File: config.mk
export PLATFORM = sky130hd
export DESIGN_NAME = tinyalu_driver
export DESIGN_NICKNAME = d
export VERILOG_FILES = /design/src/rtl/tinyalu_pkg.sv /design/src/rtl/tinyalu_cmd_fifo.sv /design/src/rtl/tinyalu_driver.sv
export SDC_FILE = /design/constraint.sdc
export NUM_CORES = 1
export LEC_CHECK = 0
export ABC_CLOCK_PERIOD_IN_PS = 6400
export BUFFER_PORTS_ARGS = -buffer_cell sky130_fd_sc_hd__buf_2
export CAP_MARGIN = 20
export CORE_ASPECT_RATIO = 0.6
export CORE_MARGIN = 1.5
export CORE_UTILIZATION = 60
export DETAILED_ROUTE_END_ITERATION = 16
export PLACE_DENSITY = 0.89
export SLEW_MARGIN = 20
export SYNTH_ARGS = -nofsm -noshare
export SYNTH_HDL_FRONTEND = slang
export SYNTH_HIERARCHICAL = 1
export SYNTH_SLANG_ARGS = --single-unit
File: constraint.sdc
create_clock -name clk -period 6.4 [get_ports clk]
set_input_delay 0.32 -clock clk [delete_from_list [all_inputs] [get_ports clk]]
set_output_delay 0.32 -clock clk [all_outputs]
set_load 0.05 [all_outputs]
File: src/rtl/tinyalu_pkg.sv
// Shared types for the TinyALU command path: op codes, the queued command
// record and the legality check used when a command is dispatched.
package tinyalu_pkg;

    typedef enum logic [2:0] {
        NO_OP = 3'b000,
        ADD   = 3'b001,
        AND   = 3'b010,
        XOR   = 3'b011,
        MUL   = 3'b100
    } op_e;

    // op is kept as raw bits so illegal codes survive the FIFO and can be echoed back
    typedef struct packed {
        logic [7:0] a;
        logic [7:0] b;
        logic [2:0] op;
    } alu_cmd_t;

    function automatic logic is_legal_op(input logic [2:0] op);
        return op inside {NO_OP, ADD, AND, XOR, MUL};
    endfunction

endpackage

File: src/rtl/tinyalu_cmd_fifo.sv
// Command FIFO between the stream front end and the ALU sequencer.
// Count, full and empty are registered so cmd_ready comes straight from a flop.
module tinyalu_cmd_fifo
    import tinyalu_pkg::*;
#(
    parameter int DEPTH = 4
) (
    input  logic     clk,
    input  logic     reset_n,
    input  logic     push_i,
    input  alu_cmd_t wdata_i,
    input  logic     pop_i,
    output alu_cmd_t rdata_o,
    output logic     full_o,
    output logic     empty_o
);

    localparam int AW = $clog2(DEPTH);
    localparam logic [AW:0] DEPTH_C = (AW + 1)'(DEPTH);

    alu_cmd_t        mem_q [DEPTH];
    logic [AW-1:0]   wrPtr_q;
    logic [AW-1:0]   rdPtr_q;
    logic [AW:0]     count_q;
    logic [AW:0]     count_d;
    logic            full_q;
    logic            empty_q;
    logic            doPush;
    logic            doPop;

    assign doPush  = push_i && !full_q;
    assign doPop   = pop_i && !empty_q;
    assign rdata_o = mem_q[rdPtr_q];
    assign full_o  = full_q;
    assign empty_o = empty_q;

    always_comb begin
        count_d = count_q;
        case ({doPush, doPop})
            2'b10:   count_d = count_q + 1'b1;
            2'b01:   count_d = count_q - 1'b1;
            default: count_d = count_q;
        endcase
    end

    // Pointers wrap naturally because DEPTH is a power of two
    always_ff @(posedge clk) begin
        if (!reset_n) begin
            wrPtr_q <= '0;
            rdPtr_q <= '0;
            count_q <= '0;
            full_q  <= 1'b0;
            empty_q <= 1'b1;
        end else begin
            if (doPush) wrPtr_q <= wrPtr_q + 1'b1;
            if (doPop)  rdPtr_q <= rdPtr_q + 1'b1;
            count_q <= count_d;
            full_q  <= (count_d == DEPTH_C);
            empty_q <= (count_d == '0);
        end
    end

    always_ff @(posedge clk) begin
        if (doPush) mem_q[wrPtr_q] <= wdata_i;
    end

endmodule

File: src/rtl/tinyalu_driver.sv
// Start/done initiator for TinyALU: queues commands, runs one ALU transaction
// at a time with a timeout, and returns each result over a valid/ready stream.
module tinyalu_driver
    import tinyalu_pkg::*;
#(
    parameter int DEPTH   = 4,
    parameter int TIMEOUT = 16
) (
    input  logic        clk,
    input  logic        reset_n,
    input  logic        cmd_valid,
    output logic        cmd_ready,
    input  logic [7:0]  cmd_a,
    input  logic [7:0]  cmd_b,
    input  logic [2:0]  cmd_op,
    output logic [7:0]  alu_a,
    output logic [7:0]  alu_b,
    output logic [2:0]  alu_op,
    output logic        alu_start,
    input  logic        alu_done,
    input  logic [15:0] alu_result,
    output logic        rsp_valid,
    input  logic        rsp_ready,
    output logic [15:0] rsp_result,
    output logic [2:0]  rsp_op,
    output logic        rsp_err
);

    typedef enum logic [1:0] {IDLE, BUSY, RESP} state_e;

    localparam int TW = $clog2(TIMEOUT + 1);
    localparam logic [TW-1:0] TIMEOUT_C = TW'(TIMEOUT);

    state_e         state_q;
    logic [7:0]     aluA_q;
    logic [7:0]     aluB_q;
    logic [2:0]     aluOp_q;
    logic           aluStart_q;
    logic [TW-1:0]  tmo_q;
    logic           shortOp_q;
    logic           shortErr_q;
    logic           rspValid_q;
    logic [15:0]    rspResult_q;
    logic [2:0]     rspOp_q;
    logic           rspErr_q;

    alu_cmd_t       cmdIn;
    alu_cmd_t       head;
    logic           fifoFull;
    logic           fifoEmpty;
    logic           popHead;

    assign cmdIn   = '{a: cmd_a, b: cmd_b, op: cmd_op};
    assign popHead = (state_q == IDLE) && !fifoEmpty;

    tinyalu_cmd_fifo #(.DEPTH(DEPTH)) u_fifo (
        .clk     (clk),
        .reset_n (reset_n),
        .push_i  (cmd_valid),
        .wdata_i (cmdIn),
        .pop_i   (popHead),
        .rdata_o (head),
        .full_o  (fifoFull),
        .empty_o (fifoEmpty)
    );

    // no_op and illegal ops still spend one BUSY cycle (shortOp_q) so their
    // response timing matches; only no_op raises alu_start during it.
    always_ff @(posedge clk) begin
        if (!reset_n) begin
            state_q     <= IDLE;
            aluA_q      <= '0;
            aluB_q      <= '0;
            aluOp_q     <= '0;
            aluStart_q  <= 1'b0;
            tmo_q       <= '0;
            shortOp_q   <= 1'b0;
            shortErr_q  <= 1'b0;
            rspValid_q  <= 1'b0;
            rspResult_q <= '0;
            rspOp_q     <= '0;
            rspErr_q    <= 1'b0;
        end else begin
            case (state_q)
                IDLE: begin
                    if (!fifoEmpty) begin
                        state_q    <= BUSY;
                        rspOp_q    <= head.op;
                        tmo_q      <= '0;
                        shortOp_q  <= (head.op == NO_OP) || !is_legal_op(head.op);
                        shortErr_q <= !is_legal_op(head.op);
                        if (is_legal_op(head.op)) begin
                            aluA_q     <= head.a;
                            aluB_q     <= head.b;
                            aluOp_q    <= head.op;
                            aluStart_q <= 1'b1;
                        end
                    end
                end
                BUSY: begin
                    if (shortOp_q || alu_done || (tmo_q == TIMEOUT_C)) begin
                        aluStart_q <= 1'b0;
                        rspValid_q <= 1'b1;
                        state_q    <= RESP;
                        if (shortOp_q) begin
                            rspResult_q <= '0;
                            rspErr_q    <= shortErr_q;
                        end else if (alu_done) begin
                            rspResult_q <= alu_result;
                            rspErr_q    <= 1'b0;
                        end else begin
                            rspResult_q <= '0;
                            rspErr_q    <= 1'b1;
                        end
                    end else begin
                        tmo_q <= tmo_q + 1'b1;
                    end
                end
                RESP: begin
                    if (rsp_ready) begin
                        rspValid_q <= 1'b0;
                        state_q    <= IDLE;
                    end
                end
                default: state_q <= IDLE;
            endcase
        end
    end

    assign cmd_ready  = !fifoFull;
    assign alu_a      = aluA_q;
    assign alu_b      = aluB_q;
    assign alu_op     = aluOp_q;
    assign alu_start  = aluStart_q;
    assign rsp_valid  = rspValid_q;
    assign rsp_result = rspResult_q;
    assign rsp_op     = rspOp_q;
    assign rsp_err    = rspErr_q;

endmodule
* After elaboration in Yosys (flattened, before gate mapping) *
Memories as Yosys holds them, arrays and structs flattened. A register that Yosys moved wholly into a read port is not among the register bits.
Cells that the tools add are included.

cells by class
  $add $sub $neg = 5
  $mul = 0
  divide/modulo/power cells = 0
  magnitude comparators = 0
  eq/ne operators = 15
  shifts and indexed selects = 0
  multiplexer cells = 23
  bitwise logic cells = 1
  reduce and logical (&&, ||, !) cells = 22

operators by type and width
  operator               number
  $mux W16               2
  $reduce_and A3 Y1      4
  $mux W2                5
  $mux W5                2
  $pmux W5 S2            1
  $mux W1                9
  $ne A2 B2 Y1 const B   4
  $eq A3 B2 Y1 const B   2
  $eq A3 B3 Y1 const B   2
  $logic_not A3 Y1       2
  $pmux W2 S3            1
  $pmux W3 S2            1
  $add A5 B1 Y5 const B  1
  $eq A5 B5 Y1 const B   1
  $reduce_bool A5 Y1     1
  $add A2 B1 Y2 const B  2
  $eq A2 B1 Y1 const B   2
  $eq A2 B2 Y1 const B   2
  $pmux W1 S2            2
  $reduce_and A2 Y1      2
  $reduce_and A4 Y1      1
  $reduce_bool A2 Y1     2
  $add A3 B1 Y3 const B  1
  $eq A3 B1 Y1 const B   1
  other kinds (7)        13

word-level totals
  bits in registers = 59
  bits in latches = 0
  memory bits (writable) = 76
  ROM bits = 0
  bits of input ports = 40
  output and inout bits = 42
  memories = 1

memories
  memory        words  bits a word  read ports  clocked after Yosys merged registers in  write ports  RTL line                text
  u_fifo.mem_q  4      19           1           1                                        1            tinyalu_cmd_fifo.sv:21  alu_cmd_t mem_q [DEPTH];

* Depth between registers and ports, before layout *
  word-level depth = 6
  depth in mapped cells = 11

* Cells and area by module *
The synthesis kept the hierarchy.

modules (own cells, without submodules)
  module            instances  cells each  area an instance (um^2)  seq. area each (um^2)
  tinyalu_cmd_fifo  1          153         3,324.4                  2,502.4
  tinyalu_driver    1          237         2,052.0                  1,001.0

* Worst setup path after synthesis *
No wires, ideal clock.

  path type = register to register
  from = register state_q[0]
  to = register u_fifo.full_q (netlist: u_fifo/full_o)
  arrival = 2.570 ns
  required time = 6.281 ns
  slack = 3.711 ns
  stages on the path, launching flop included = 12
  period minus slack after synthesis = 2.689 ns
  cell sequence = dfxtp_1 -> or3_1 -> clkbuf_1 -> inv_2 -> buf_6 -> nor2b_1 -> ha_1 -> inv_1 -> fa_1 -> xor2_1 -> o21a_1 -> o221a_2

between the ends
  cells in the longest elaborated chain, start to end = 6

RTL lines
  item                                          RTL line                text
  start, declared                               tinyalu_driver.sv:34    state_e state_q;
  start signal, assigned                        tinyalu_driver.sv:71    state_q <= IDLE;
  start signal, assigned                        tinyalu_driver.sv:87    state_q <= BUSY;
  start signal, assigned                        tinyalu_driver.sv:104   state_q <= RESP;
  $logic_not A2 Y1 *                            tinyalu_driver.sv:54    assign popHead = (state_q == IDLE) && !fifoEmpty;
  $logic_and A1 B1 Y1 *                         tinyalu_driver.sv:54
  net popHead                                   tinyalu_driver.sv:51    logic popHead;
  $logic_and A1 B1 Y1 *                         tinyalu_cmd_fifo.sv:32  assign doPop = pop_i && !empty_q;
  $eq A2 B1 Y1 or $eq A2 B2 Y1 (tied branches)  tinyalu_cmd_fifo.sv:39  case ({doPush, doPop})
  $pmux W3 S2 *                                 tinyalu_cmd_fifo.sv:39
  $eq A3 B3 Y1 *                                tinyalu_cmd_fifo.sv:58  full_q <= (count_d == DEPTH_C);
  end signal, assigned                          tinyalu_cmd_fifo.sv:58
  end, declared                                 tinyalu_cmd_fifo.sv:26  logic full_q;

The timed path passes the listed nets; every way through them passes the cells marked *.
A chain may end at the register's enable or synchronous reset.

* Worst setup path in the final report *
  from = register state_q[0]
  to = register u_fifo.full_q (netlist: u_fifo/full_o)

between the ends
  cells in the longest elaborated chain, start to end = 6

RTL lines
  item                                          RTL line
  $logic_not A2 Y1 *                            tinyalu_driver.sv:54
  $logic_and A1 B1 Y1 *                         tinyalu_driver.sv:54
  $logic_and A1 B1 Y1 *                         tinyalu_cmd_fifo.sv:32
  $eq A2 B1 Y1 or $eq A2 B2 Y1 (tied branches)  tinyalu_cmd_fifo.sv:39
  $pmux W3 S2 *                                 tinyalu_cmd_fifo.sv:39
  $eq A3 B3 Y1 *                                tinyalu_cmd_fifo.sv:58

Mark *: on every way between the ends. The rest lies on a longest branch, timed or not.

==> metrics.csv <==
stage,metric,value,unit
status,status,completed,
pwr,Sw Share,0.307,
global_routing,largest net degree at the start of global routing,35,
clocking,clock sinks,137,
layout,layout cells sized above 1,0.264,
sta,Max Slew Vio Count,0,
clocking,# hold bufs at CTS,0,
synth,Syn Std Cell Area,5380,µm²
setup_path,max incr delay on CP,720,ps
global_routing,first-pass GRT wire length,17700,µm
floorplanning,Die H,76.3,µm
detailed_routing,routed length on met2,5390,µm
placement,I/O Buffers,81,
detailed_routing,final WL,11200,µm
setup_path,Crit. path cell count,9,
detailed_routing,drt first pass iters,5,
setup_path,worst path arrival time,3640,ps
detailed_routing,uppermost layer routed,met4,
setup_path,CP cell instances,"or3_1, inv_2, nor2b_1, ha_1, inv_1, fa_1, xor2_1, o21a_1, o221a_2",
clocking,CTS clock-pin slew for the worst setup and hold paths,60,ps
sta,Final Setup Violations,0,
synth,number of synthesized flops with an enable pin,76,
sta,fmax,0.300,GHz
clocking,htree depth,4,
clocking,CTS tree,done,
setup_path,Crit-path slowest cell,or3_1,
placement,hpwl dp,6900,µm
floorplanning,Core Area,8590,µm²
setup_path,critical path required time,6700,ps
global_routing,vias in the first global route,3517,
layout,final net count,519,
setup_path,crit path launch type,register,
min_path,Hold Path Stages,1,
setup_path,CP Capture Type,register,
clocking,Max Buffers Root-to-Sink,2,
layout,# fillers,544,
sta,relative slew slack,0.282,
floorplanning,die area,9560,µm²
synth,post-synth top area cell,edfxtp_1,
detailed_routing,DR vias/cell,5.89,
pwr,NetSw,783,µW
layout,area delta synth->final,18.9,%
setup_path,CP Class,register to register,
detailed_routing,wl on met1,4830,µm
clocking,setup bufs post-CTS,0,
pwr,pwr/cell area,399,nW/µm²
layout,"commonest cells after routing, fill and taps aside","buf_2, edfxtp_1, dfxtp_1",
sta,Setup TNS Final,0,ps
synth,asr flop ratio synth,0,
synth,Mapped Cells,390,
setup_path,CP bufs+invs,2,
flow_run,max_cap viols,0,
clocking,post_cts resized,0,
global_routing,GRT overflow,0,
synth,Post-synth top flop,edfxtp_1,
detailed_routing,# DRC,0,
global_routing,initial antenna violation count,0,
detailed_routing,total number of vias,3511,
synth,largest cells by area after synthesis,"edfxtp_1, dfxtp_1, mux4_1, mux4_2, mux2i_1",
layout,# diodes,0,
synth,post-synthesis sequential area ratio,0.652,
floorplanning,Initial Utilization,0.626,
synth,"flops & latches, synth",137,
synth,Mean Syn Cell Area,13.8,µm²
synth,Synth cell types,43,
synth,YS warnings,6,
setup_path,crit-path leading delay family,simple AND/OR/NAND/NOR gates,
floorplanning,row count,26,
pwr,power after layout,2.55,mW
synth,Yosys top cell area share,0.424,
sta,Clock Skews,5.51,ps
global_routing,GRT Util Overall,0.245,
layout,"leading cell type in the layout, fill and taps excluded",buf_2,
sta,Final min period,3340,ps
detailed_routing,initial drt markers,307,
min_path,worst hold path type,input port to register,
floorplanning,io pins,82,
setup_path,CP max FO,29,
sta,"Hold Violations, Final",0,
placement,Final Wtd Congestion,0.764,
clocking,root buffer selected by CTS,clkbuf_16,
sta,Tcrit/Tclk final,0.522,
floorplanning,chip width,125,µm
detailed_routing,met3 routed WL,736,µm
sta,Worst Tran Pin Value,1080,ps
pwr,P_int,1.77,mW
sta,RSZ-0062 raised after global routing,no,
pwr,worst vdd ir,0.000248,V
pwr,clock power share,0.354,
synth,Synthesized Nets,438,
pwr,Logic pwr share,0.220,
setup_path,worst r2r path cells,9,
pwr,sequential group share of total power,0.426,
detailed_routing,Routed Antenna Nets,0,
clocking,latest clock arrival within the worst-skew pair,410,ps
clocking,CTS Buf Count,17,
pwr,leakage power,2.49,nW
detailed_routing,Wirelength per Cell,18.9,µm
## stage by stage
stage / instances / setup WS (ps) / util / hold slack (ps) / cell area (µm²)
floorplan: 390 / 3710 / - / 391 / 5380
global placement: 562 / 3210 / 0.677 / 441 / 5810
detailed placement: 562 / 3110 / 0.677 / 453 / 5810
CTS: 594 / 3110 / 0.741 / 114 / 6360
global route: 596 / 2880 / 0.745 / 122 / 6390
finish: 596 / 3060 / 0.745 / 126 / 6390
## area by class of cell
| class | count | area, µm² | share of cell area |
|---|---|---|---|
| timing repair buffer | 84 | 443 | 0.0693 |
| inverter | 17 | 63.8 | 0.00998 |
| sequential | 137 | 3500 | 0.548 |
| tap | 112 | 140 | 0.0219 |
| clock buffer | 21 | 440 | 0.0689 |
| clock inverter | 11 | 106 | 0.0166 |
| multi-input combinational | 214 | 1700 | 0.266 |
## sequential cells by signal, summed over array words and instances, names as in the netlist, 2 cells and up, named ones only
| signal | flops |
|---|---|
| u_fifo/mem_q | 76 |
| rsp_result | 16 |
| alu_a | 8 |
| alu_b | 8 |
| tmo_q | 5 |
| alu_op | 3 |
| rsp_op | 3 |
| u_fifo/count_q | 3 |
| state_q | 2 |
| u_fifo/rdPtr_q | 2 |
| u_fifo/wrPtr_q | 2 |
## final timing paths
kind	start	end	slack [ps]
setup / recovery	state_q[0]$_SDFFE_PN0P_	u_fifo/full_o$_SDFF_PN0_	3060
hold / removal	cmd_a[0]	u_fifo/mem_q[1][11]$_DFFE_PP_	130
setup reg to reg	state_q[0]$_SDFFE_PN0P_	u_fifo/full_o$_SDFF_PN0_	3060
hold reg to reg	rsp_result[10]$_SDFFE_PN0P_	rsp_result[10]$_SDFFE_PN0P_	460
## cells by family (layout without fill, tap and decap cells)
| group | Yosys count | in the layout | share of synthesized area |
|---|---|---|---|
| AO/OA/AOI/OAI | 68 | 68 | 0.0721 |
| multiplexers | 38 | 38 | 0.121 |
| adder cells (fa/ha/maj) | 8 | 8 | 0.0200 |
| XOR/XNOR | 5 | 5 | 0.00815 |
| flip-flops | 137 | 137 | 0.652 |
| AND/OR/NAND/NOR | 95 | 95 | 0.0908 |
| buffers and inverters | 39 | 133 | 0.0361 |
## cells in the mapped netlist, drive strengths merged (2+ instances only)
library cell / instances
nand3: 17
o21a: 4
ha: 7
and2: 13
inv: 17
o21ai: 27
nor2: 2
nor2b: 4
dfxtp: 61
buf: 9
or4: 3
nor3b: 2
nor3: 3
or3: 4
nor4: 2
clkbuf: 13
mux4: 19
mux2i: 19
a211oi: 2
nand2: 40
xnor2: 3
and3b: 2
o31ai: 5
xor2: 2
edfxtp: 76
a21oi: 25
## routing by layer
metal	GRT usage	vias up
met5	0	-
met4	0.108	0
met3	0.0576	28
met2	0.413	149
met1	0.306	1725
li1	-	1609
## power groups by stage
stage | clock network, mW | registers (mW) | logic [mW]
3_3_place_gp | 0 | 1.10 | 0.533
3_5_place_dp | 0 | 1.10 | 0.552
2_1_floorplan | 0 | 1.22 | 0.303
5_1_grt | 0.950 | 1.10 | 0.604
6_report | 0.904 | 1.09 | 0.563
4_1_cts | 0.914 | 1.09 | 0.556
Note: power is estimated with default switching activity, not from simulation.
